$ cat src/rtl/comled_pkg.sv
// Shared types and constants for the multi-channel communication LED controller.
package comled_pkg;

    localparam int unsigned HoldW      = 10;
    localparam int unsigned MsCntW     = 8;

    localparam int unsigned NChMin     = 1;
    localparam int unsigned NChMax     = 32;
    localparam int unsigned WinMsMin   = 1;
    localparam int unsigned WinMsMax   = 255;
    localparam int unsigned SyncStgMin = 2;
    localparam int unsigned SyncStgMax = 4;
    localparam int unsigned ErrHoldMax = 1023;

    typedef enum logic [1:0] {
        RIdle = 2'd0,
        ROn   = 2'd1,
        RHold = 2'd2
    } red_st_e;

endpackage

$ cat src/rtl/comled_if.sv
// Bundle of control inputs and LED outputs between the receivers and the LED pins.
interface comled_if #(
    parameter int unsigned N_CH = 4
);
    logic            clk_ms_en;
    logic            self_cfg_err;
    logic            lamp_test;
    logic [N_CH-1:0] slot_en;
    logic [N_CH-1:0] eop_trig;
    logic [N_CH-1:0] err_trig;
    logic [N_CH-1:0] led_grn;
    logic [N_CH-1:0] led_red;
    logic            err_any;

    modport master (
        output clk_ms_en, self_cfg_err, lamp_test, slot_en, eop_trig, err_trig,
        input  led_grn, led_red, err_any
    );

    modport slave (
        input  clk_ms_en, self_cfg_err, lamp_test, slot_en, eop_trig, err_trig,
        output led_grn, led_red, err_any
    );
endinterface

$ cat src/rtl/comled_ch.sv
// One channel: activity counter, error synchroniser, red stretch FSM and both LED flops.
module comled_ch
    import comled_pkg::*;
#(
    parameter int unsigned ACT_MIN     = 1,
    parameter int unsigned CNT_W       = 5,
    parameter int unsigned SYNC_STG    = 3,
    parameter int unsigned ERR_HOLD_MS = 0
) (
    input  logic clk_sys,
    input  logic rst_sys_n,
    input  logic win_end_i,
    input  logic ms_en_i,
    input  logic cfg_err_i,
    input  logic lamp_i,
    input  logic slot_en_i,
    input  logic eop_i,
    input  logic err_i,
    output logic led_grn_o,
    output logic led_red_o
);

    logic [CNT_W-1:0]    act_cnt_q, act_cnt_d;
    logic [SYNC_STG-1:0] sync_q;
    logic                err_s;
    red_st_e             st_q, st_d;
    logic [HoldW-1:0]    hold_q, hold_d;
    logic                grn_st_q, grn_st_d;
    logic                led_grn_q, led_grn_d;
    logic                led_red_q, led_red_d;

    assign err_s = sync_q[SYNC_STG-1];

    always_comb begin
        act_cnt_d = act_cnt_q;
        if (win_end_i) begin
            act_cnt_d = '0;
        end else if (eop_i && (act_cnt_q != {CNT_W{1'b1}})) begin
            act_cnt_d = act_cnt_q + CNT_W'(1);
        end

        st_d   = st_q;
        hold_d = hold_q;
        if (cfg_err_i || !slot_en_i) begin
            st_d   = RIdle;
            hold_d = '0;
        end else begin
            case (st_q)
                RIdle: if (err_s) st_d = ROn;
                ROn: begin
                    if (!err_s) begin
                        if (ERR_HOLD_MS == 0) begin
                            st_d = RIdle;
                        end else begin
                            st_d   = RHold;
                            hold_d = HoldW'(ERR_HOLD_MS);
                        end
                    end
                end
                RHold: begin
                    if (err_s) begin
                        st_d = ROn;
                    end else if (ms_en_i) begin
                        if (hold_q == HoldW'(1)) begin
                            st_d   = RIdle;
                            hold_d = '0;
                        end else begin
                            hold_d = hold_q - HoldW'(1);
                        end
                    end
                end
                default: st_d = RIdle;
            endcase
        end

        // Display state kept apart from the LED flop so lamp test cannot corrupt it.
        grn_st_d = grn_st_q;
        if (cfg_err_i || !slot_en_i || (st_q != RIdle)) begin
            grn_st_d = 1'b0;
        end else if (win_end_i) begin
            grn_st_d = (act_cnt_q >= CNT_W'(ACT_MIN)) ? !grn_st_q : 1'b0;
        end

        led_grn_d = cfg_err_i ? 1'b0 : (lamp_i ? 1'b1 : grn_st_d);
        led_red_d = cfg_err_i ? 1'b0 : (lamp_i ? 1'b1 : (st_d != RIdle));
    end

    always_ff @(posedge clk_sys or negedge rst_sys_n) begin
        if (!rst_sys_n) begin
            act_cnt_q <= '0;
            sync_q    <= '0;
            st_q      <= RIdle;
            hold_q    <= '0;
            grn_st_q  <= 1'b0;
            led_grn_q <= 1'b0;
            led_red_q <= 1'b0;
        end else begin
            act_cnt_q <= act_cnt_d;
            sync_q    <= {sync_q[SYNC_STG-2:0], err_i};
            st_q      <= st_d;
            hold_q    <= hold_d;
            grn_st_q  <= grn_st_d;
            led_grn_q <= led_grn_d;
            led_red_q <= led_red_d;
        end
    end

    assign led_grn_o = led_grn_q;
    assign led_red_o = led_red_q;

endmodule

$ cat src/rtl/comled_ctl_mc.sv
// Multi-channel comm LED controller: shared window timer, per-channel logic, error summary.
module comled_ctl_mc
    import comled_pkg::*;
#(
    parameter int unsigned N_CH        = 4,
    parameter int unsigned WIN_MS      = 1,
    parameter int unsigned ACT_MIN     = 1,
    parameter int unsigned CNT_W       = 5,
    parameter int unsigned SYNC_STG    = 3,
    parameter int unsigned ERR_HOLD_MS = 0
) (
    input  logic     clk_sys,
    input  logic     rst_sys_n,
    comled_if.slave  bus
);

    localparam bit ParamsOk = (N_CH >= NChMin) && (N_CH <= NChMax) &&
                              (WIN_MS >= WinMsMin) && (WIN_MS <= WinMsMax) &&
                              (SYNC_STG >= SyncStgMin) && (SYNC_STG <= SyncStgMax) &&
                              (ERR_HOLD_MS <= ErrHoldMax);

    logic [MsCntW-1:0] ms_cnt_q, ms_cnt_d;
    logic              win_end;
    logic [N_CH-1:0]   led_grn, led_red;
    logic              err_any_q;

    always_comb begin : param_check
        assert (ParamsOk) else $error("comled_ctl_mc: parameter out of range");
    end

    assign win_end = bus.clk_ms_en && (ms_cnt_q == MsCntW'(WIN_MS - 1));

    always_comb begin
        ms_cnt_d = ms_cnt_q;
        if (bus.clk_ms_en) begin
            ms_cnt_d = win_end ? '0 : ms_cnt_q + MsCntW'(1);
        end
    end

    for (genvar i = 0; i < N_CH; i++) begin : gen_ch
        comled_ch #(
            .ACT_MIN    (ACT_MIN),
            .CNT_W      (CNT_W),
            .SYNC_STG   (SYNC_STG),
            .ERR_HOLD_MS(ERR_HOLD_MS)
        ) u_ch (
            .clk_sys  (clk_sys),
            .rst_sys_n(rst_sys_n),
            .win_end_i(win_end),
            .ms_en_i  (bus.clk_ms_en),
            .cfg_err_i(bus.self_cfg_err),
            .lamp_i   (bus.lamp_test),
            .slot_en_i(bus.slot_en[i]),
            .eop_i    (bus.eop_trig[i]),
            .err_i    (bus.err_trig[i]),
            .led_grn_o(led_grn[i]),
            .led_red_o(led_red[i])
        );
    end

    always_ff @(posedge clk_sys or negedge rst_sys_n) begin
        if (!rst_sys_n) begin
            ms_cnt_q  <= '0;
            err_any_q <= 1'b0;
        end else begin
            ms_cnt_q  <= ms_cnt_d;
            err_any_q <= |led_red;
        end
    end

    assign bus.led_grn = led_grn;
    assign bus.led_red = led_red;
    assign bus.err_any = err_any_q;

endmodule

$ cat src/flat_wrapper.sv
// flat-port wrapper written by rule: the top's interface ports become plain ports
module comled_ctl_mc_flat import comled_pkg::*;
#(
    parameter int unsigned N_CH        = 4,
    parameter int unsigned WIN_MS      = 1,
    parameter int unsigned ACT_MIN     = 1,
    parameter int unsigned CNT_W       = 5,
    parameter int unsigned SYNC_STG    = 3,
    parameter int unsigned ERR_HOLD_MS = 0
)
  (clk_sys, rst_sys_n, bus_clk_ms_en, bus_self_cfg_err, bus_lamp_test, bus_slot_en, bus_eop_trig, bus_err_trig, bus_led_grn, bus_led_red, bus_err_any);
  comled_if #(.N_CH(N_CH)) bus_i ();
  input  logic clk_sys;
  input  logic rst_sys_n;
  input wire logic [$bits(bus_i.clk_ms_en)-1:0] bus_clk_ms_en;
  input wire logic [$bits(bus_i.self_cfg_err)-1:0] bus_self_cfg_err;
  input wire logic [$bits(bus_i.lamp_test)-1:0] bus_lamp_test;
  input wire logic [$bits(bus_i.slot_en)-1:0] bus_slot_en;
  input wire logic [$bits(bus_i.eop_trig)-1:0] bus_eop_trig;
  input wire logic [$bits(bus_i.err_trig)-1:0] bus_err_trig;
  output wire logic [$bits(bus_i.led_grn)-1:0] bus_led_grn;
  output wire logic [$bits(bus_i.led_red)-1:0] bus_led_red;
  output wire logic [$bits(bus_i.err_any)-1:0] bus_err_any;
  assign bus_i.clk_ms_en = bus_clk_ms_en;
  assign bus_i.self_cfg_err = bus_self_cfg_err;
  assign bus_i.lamp_test = bus_lamp_test;
  assign bus_i.slot_en = bus_slot_en;
  assign bus_i.eop_trig = bus_eop_trig;
  assign bus_i.err_trig = bus_err_trig;
  assign bus_led_grn = bus_i.led_grn;
  assign bus_led_red = bus_i.led_red;
  assign bus_err_any = bus_i.err_any;
  comled_ctl_mc #(.N_CH(N_CH), .WIN_MS(WIN_MS), .ACT_MIN(ACT_MIN), .CNT_W(CNT_W), .SYNC_STG(SYNC_STG), .ERR_HOLD_MS(ERR_HOLD_MS)) u_core (.clk_sys(clk_sys), .rst_sys_n(rst_sys_n), .bus(bus_i));
endmodule
$ cat config.mk
export PLATFORM = sky130hd
export DESIGN_NAME = comled_ctl_mc_flat
export DESIGN_NICKNAME = d
export VERILOG_FILES = /design/src/rtl/comled_pkg.sv /design/src/rtl/comled_if.sv /design/src/rtl/comled_ch.sv /design/src/rtl/comled_ctl_mc.sv /design/src/flat_wrapper.sv
export SDC_FILE = /design/constraint.sdc
export NUM_CORES = 1
export LEC_CHECK = 0
export CORE_MARGIN = 3
export CORE_UTILIZATION = 45
export CTS_CLUSTER_SIZE = 14
export DETAILED_ROUTE_END_ITERATION = 6
export PLACE_DENSITY = 0.7
export SLEW_MARGIN = 20
export SYNTH_ARGS = -nofsm -noshare
export SYNTH_HDL_FRONTEND = slang
export SYNTH_SLANG_ARGS = --single-unit
$ cat constraint.sdc
create_clock -name clk_sys -period 3.9 [get_ports clk_sys]
set_input_delay 0.39 -clock clk_sys [delete_from_list [all_inputs] [get_ports clk_sys]]
set_output_delay 0.39 -clock clk_sys [all_outputs]
set_load 0.02 [all_outputs]
After elaboration in Yosys (flattened, before gate mapping)

Index checks and enable logic that the tools add are counted.

Register bits: 101
Bits of input ports: 17
Output and inout bits: 9
Word-level logic and storage cells: 199

Add/subtract/negate cells: 9
Order comparisons: 4
Equal/unequal tests: 20
Mux-type cells: 85
Reduce and logical (&&, ||, !) cells: 51

Operators by type and width:

| operator                                                                            | count |
|---|---|
| 10-bit two-way mux                                                                  | 20 |
| 2-bit two-way mux                                                                   | 24 |
| 10-bit by 1-bit == test with 1-bit output, second input constant                    | 4 |
| 5-bit two-way mux                                                                   | 8 |
| 2-bit nonzero test                                                                  | 20 |
| 10-bit by 1-bit subtractor with 10-bit output, second input constant                | 4 |
| 1-bit two-way mux                                                                   | 28 |
| 2-bit case mux with 3 select lines                                                  | 4 |
| 5-bit by 1-bit adder with 5-bit output, second input constant                       | 4 |
| 5-bit by 1-bit greater-or-equal comparator with 1-bit output, second input constant | 4 |
| 5-bit inequality test, second input constant                                        | 4 |
| 3-bit AND reduction                                                                 | 4 |
| 8-bit by 1-bit adder with 8-bit output, second input constant                       | 1 |
| 2-bit by 1-bit == test with 1-bit output, second input constant                     | 4 |
| 2-bit == test, second input constant                                                | 4 |
| 1-bit logical NOT                                                                   | 8 |
| 2-bit logical NOT                                                                   | 4 |
| 8-bit logical NOT                                                                   | 1 |
| 1-bit logical OR                                                                    | 8 |
| 8-bit two-way mux                                                                   | 1 |
| 2-bit by 1-bit inequality test with 1-bit output, second input constant             | 4 |
| 1-bit logical AND                                                                   | 5 |
| 4-bit OR reduction                                                                  | 1 |

Logic depth before layout (Yosys ltp)

Depth in word-level cells: 9
Gate-level depth with buffers: 8
Mapped depth without buffers: 7

Hierarchy

From an unflattened synthesis, not the netlist that was laid out.

Cells, all modules: 459
Area, all modules: 5063.6 um^2

By module, submodules not included:

| module                                 | instances | cells an instance | area each (um^2) | seq. area each (um^2) |
|---|---|---|---|---|
| comled_ch at u_core.gen_ch[0].u_ch ... | 2         | 104               | 1169.9           | 575.6 |
| comled_ch at u_core.gen_ch[1].u_ch ... | 2         | 105               | 1141.1           | 575.6 |
| comled_ctl_mc                          | 1         | 41                | 441.7            | 225.2 |

Worst setup path after synthesis

Ideal clock, no wire load.

Path kind: flip-flop to flip-flop
Start: register u_core.ms_cnt_q[0]
End: register u_core.gen_ch[2].u_ch.led_grn_q
Library setup time: 104 ps
Arrival: 2023 ps
Required time: 3796 ps
Slack: 1774 ps
Cell stages (with the launch flop): 8
Path buffers: 1
Clock period less this slack: 2126 ps
Cell sequence: dfrtp_1 > inv_1 > ha_1 > or4b_1 > or2_1 > buf_6 > or4_1 > o311ai_1

Longest elaborated chain between the ends: 6

Ends and longest elaborated chain:

| what                                      | line                | RTL |
|---|---|---|
| from (decl)                               | comled_ctl_mc.sv:22 | `logic [MsCntW-1:0] ms_cnt_q, ms_cnt_d;` |
| from (signal assigned)                    | comled_ctl_mc.sv:66 | `ms_cnt_q <= ms_cnt_d;` |
| 8-bit logical NOT                         | comled_ctl_mc.sv:31 | `assign win_end = bus.clk_ms_en && (ms_cnt_q == MsCntW'(WIN_MS - 1));` |
| 1-bit logical AND                         | comled_ctl_mc.sv:31 |  |
| 1-bit two-way mux                         | comled_ch.sv:80     | `end else if (win_end_i) begin` |
| 1-bit two-way mux                         | comled_ch.sv:78     | `if (cfg_err_i \|\| !slot_en_i \|\| (st_q != RIdle)) begin` |
| 1-bit two-way mux (2 in series)           | comled_ch.sv:84     | `led_grn_d = cfg_err_i ? 1'b0 : (lamp_i ? 1'b1 : grn_st_d);` |
| named net u_core.gen_ch[2].u_ch.led_grn_d | comled_ch.sv:29     | `logic led_grn_q, led_grn_d;` |
| to (signal assigned)                      | comled_ch.sv:103    | `led_grn_q <= led_grn_d;` |
| to (decl)                                 | comled_ch.sv:29     |  |

The timed path passes the listed nets, and every way through them passes these cells.
A chain may end at the register's enable or synchronous reset.

Worst setup path after layout

Start: input bus_clk_ms_en
End: register u_core.gen_ch[3].u_ch.led_grn_q

Longest elaborated chain between the ends: 5

Ends and longest elaborated chain:

| what                                      | line                | RTL |
|---|---|---|
| from (decl)                               | flat_wrapper.sv:15  | `input wire logic [$bits(bus_i.clk_ms_en)-1:0] bus_clk_ms_en;` |
| 1-bit logical AND                         | comled_ctl_mc.sv:31 |  |
| 1-bit two-way mux                         | comled_ch.sv:80     |  |
| 1-bit two-way mux                         | comled_ch.sv:78     |  |
| 1-bit two-way mux (2 in series)           | comled_ch.sv:84     |  |
| named net u_core.gen_ch[3].u_ch.led_grn_d | comled_ch.sv:29     |  |
| to (signal assigned)                      | comled_ch.sv:103    |  |
| to (decl)                                 | comled_ch.sv:29     |  |

The timed path passes the listed nets, and every way through them passes these cells.

==> key figures <==
GRT
  • Tot GR Track Use: 16.1%
  • Initial antenna violation count: 0
  • GRT met3 Usage: 4.19%
  • First-pass GRT wire length: 15.4 mm
  • Met2 Usage GRT: 27.3%
  • Vias in the first global route: 3366
  • GRT overflow: 0
  • GR peak layer: met2
  • Met1 usage: 20.6%
  • Largest net degree at the start of global routing: 79

Placed design
  • HPWL Detailed: 6.26 mm
  • GP Congestion: 0.800
  • IO Port Bufs: 25

Clock tree
  • Root buffer cell: clkbuf_8
  • CTS H-tree depth: 3
  • CTS Hold Bufs: 0
  • Clock Path Buffers: 2
  • Worst-path clk slew: 0.10 ns
  • Clk_lat worst skew: 0.36 ns
  • TritonCTS Sinks: 101
  • Post-CTS setup buffers: 0
  • CTS buffer count: 9
  • CTS tree: done
  • Post-cts repair resize count: 0

Pwr
  • Int Pwr: 1.91 mW
  • Switching Fraction: 30.7%
  • Net switching power figure: 0.846 mW
  • Flop pwr share: 50.1%
  • VDD IR max: 221 uV
  • Leak Pwr: 2.47 nW
  • Gate power share: 21.3%
  • Power share of the clock group: 28.6%
  • Pwr dens: 504 nW/um2

Die
  • Die width: 110 um
  • Io pins: 26
  • Die height: 110 um
  • Rows: 37
  • Die area: 12200 um2
  • Total core area: 10500 um2
  • Initial Utilization: 46.8%

Setup path
  • Crit path DAT: 2.76 ns
  • CP Class: primary input to register
  • Worst endpoint required time: 4.16 ns
  • Crit start category: primary input
  • Worst-path fanout max: 16
  • R2R depth: 6
  • CP endpoint kind: register

Timing
  • Final Hold Viols: 0
  • Crit path time final: 2.50 ns
  • Worst Tran Pin Value: 0.962 ns
  • Fin crit share: 64.0%
  • Slew headroom: 35.9%
  • FMAX: 400 MHz
  • Clk_skew: 0.0110 ns
  • Slew Limit Fails: 0
  • Finish-stage setup viols: 0
  • RSZ-0062 raised after global routing: false
  • TNS Setup: 0 ns

Cells and area
  • Most frequent cells in the layout: dfrtp_1, nor2_1, xor2_1
  • Most common cell after layout, fill and taps aside: dfrtp_1
  • Fraction of layout cells with a size suffix above 1: 6.09%
  • Post-layout util: 52.2%
  • Final nets: 527
  • P&R area growth vs syn: 11.6%
  • N_diodes: 0

Synth
  • Synth Warn #: 0
  • Syn Inst Count: 473
  • Syn_nets: 512
  • Synth Area per Inst: 10.3 um2
  • Top_reg_cell synth: dfrtp_1
  • Number of flops mapped to enable cells by yosys: 0
  • Share of flip-flops with an asynchronous set or reset: 100%
  • Synth Cell Area: 4890 um2
  • Yosys cell types: 45
  • Sequential fraction of the synthesis area: 51.7%
  • Yosys reg bits: 101

Min path
  • Min-Delay Path Class: primary input to async pin

Detailed routing
  • Via density: 5.40
  • Drt initial violations: 148
  • Routed length per instance: 14.2 um
  • Final WL: 8.94 mm
  • Routed vias: 3398
  • Initial DRT Pass Iterations: 4
  • Post-DRT Antenna Nets: 0
  • Post-route DRC: 0

Run
  • Max-Cap Viols: 0

Run status
  • Status: finished clean
==> registers in the layout (all words and copies together), names as in the netlist <==
| register | cells |
|---|---|
| u_core.gen_ch.u_ch.led_grn_o | 4 |
| u_core.gen_ch.u_ch.sync_q | 12 |
| u_core.gen_ch.u_ch.grn_st_q | 4 |
| u_core.gen_ch.u_ch.led_red_o | 4 |
| u_core.bus.err_any | 1 |
| u_core.ms_cnt_q | 8 |
| u_core.gen_ch.u_ch.act_cnt_q | 20 |
| u_core.gen_ch.u_ch.st_q | 8 |
| u_core.gen_ch.u_ch.hold_q | 40 |
==> critical path, cell delays in order <==
cell and delay, ns:
clkdlybuf4s50_1 0.81, or4b_4 0.55, or2_1 0.36, or4_1 0.54, o311ai_1 0.11
==> cell families (layout without fill, tap and decap cells) <==
| logic type | after synthesis | count (layout) | share of synthesized area, % |
|---|---|---|---|
| simple gates | 183 | 183 | 19.3 |
| flops | 101 | 101 | 51.7 |
| compound gates | 75 | 75 | 10.5 |
| buf+inv | 44 | 64 | 4.14 |
| xor+xnor | 40 | 40 | 7.16 |
| fa+ha+maj | 22 | 22 | 5.63 |
| mux | 8 | 8 | 1.64 |
==> final cells by class <==
cell class	count	area [um2]
Inverter	17	63.8
Fill cell	946	5000
Tap cell	136	170
Multi-Input combinational cell	328	2160
Sequential cell	101	2530
Clock inverter	7	120
Timing Repair Buffer	31	293
Clock buffer	9	124
==> metal layers <==
| layer | vias to the layer above | wire (um) | share of wire, % |
|---|---|---|---|
| li1 | 1694 | - | - |
| met1 | 1657 | 4180 | 47 |
| met2 | 43 | 4430 | 50 |
| met3 | 4 | 268 | 3.0 |
| met4 | 0 | 57 | 0.64 |
| met5 | - | 0 | 0 |
==> Yosys cell counts, drive strengths merged, types with 3 or more instances <==
| master | count | share of area (%) |
|---|---|---|
| nand2b | 4 | 0.51 |
| clkbuf | 18 | 1.4 |
| inv | 17 | 1.3 |
| nor2 | 65 | 5.0 |
| o21a | 5 | 0.77 |
| or4 | 5 | 0.77 |
| or3 | 9 | 1.2 |
| a21oi | 14 | 1.4 |
| nand3 | 3 | 0.31 |
| o31a | 3 | 0.54 |
| nor4bb | 4 | 0.82 |
| a211oi | 6 | 0.92 |
| and3 | 7 | 0.90 |
| nor2b | 7 | 0.90 |
| o211ai | 17 | 2.6 |
| nor3 | 26 | 2.7 |
| mux2i | 8 | 1.6 |
| ha | 22 | 5.6 |
| xnor2 | 9 | 1.6 |
| nor4 | 7 | 0.90 |
| o31ai | 4 | 0.61 |
| nand2 | 22 | 1.7 |
| nand4 | 11 | 1.4 |
| nor3b | 3 | 0.46 |
| or4b | 5 | 1.1 |
| xor2 | 31 | 5.5 |
| dfrtp | 101 | 52 |
| a31o | 3 | 0.54 |
| buf | 9 | 1.5 |
| o21ai | 12 | 1.2 |
==> per-stage QoR <==
stage               total power, mW  hold slack (ns)  worst slack [ns]  cell area (um2)  std cells
finish                         2.75            0.159              1.40             5460        629
global route                   2.94            0.251              1.30             5460        629
CTS                            2.79            0.199              1.43             5460        629
detailed placement             1.99            0.336              1.04             5220        613
global placement               1.96            0.335              1.11             5220        613
floorplan                      1.81           0.0944              1.77             4890        473
==> final timing paths <==
kind / from / to / slack, ns
setup / recovery: bus_clk_ms_en / u_core.gen_ch[3].u_ch.led_grn_o / 1.40
hold / removal: rst_sys_n / u_core.gen_ch[0].u_ch.act_cnt_q[0] / 0.16
setup reg to reg: u_core.ms_cnt_q[0] / u_core.gen_ch[3].u_ch.led_grn_o / 1.58
hold reg to reg: u_core.gen_ch[0].u_ch.sync_q[0] / u_core.gen_ch[0].u_ch.sync_q[1] / 0.35
max in group asynchronous: rst_sys_n / u_core.gen_ch[2].u_ch.hold_q[1] / 2.84
min in group clk_sys: u_core.gen_ch[0].u_ch.sync_q[0] / u_core.gen_ch[0].u_ch.sync_q[1] / 0.35
==> power by group through the flow <==
stage | Clock (mW) | Combinational, mW | Sequential (mW)
floorplan | 0 | 0.459 | 1.35
global placement | 0 | 0.568 | 1.39
detailed placement | 0 | 0.592 | 1.40
CTS | 0.812 | 0.596 | 1.38
global route | 0.858 | 0.677 | 1.41
finish | 0.786 | 0.586 | 1.38
No activity file was read; power rests on OpenSTA's default activity.
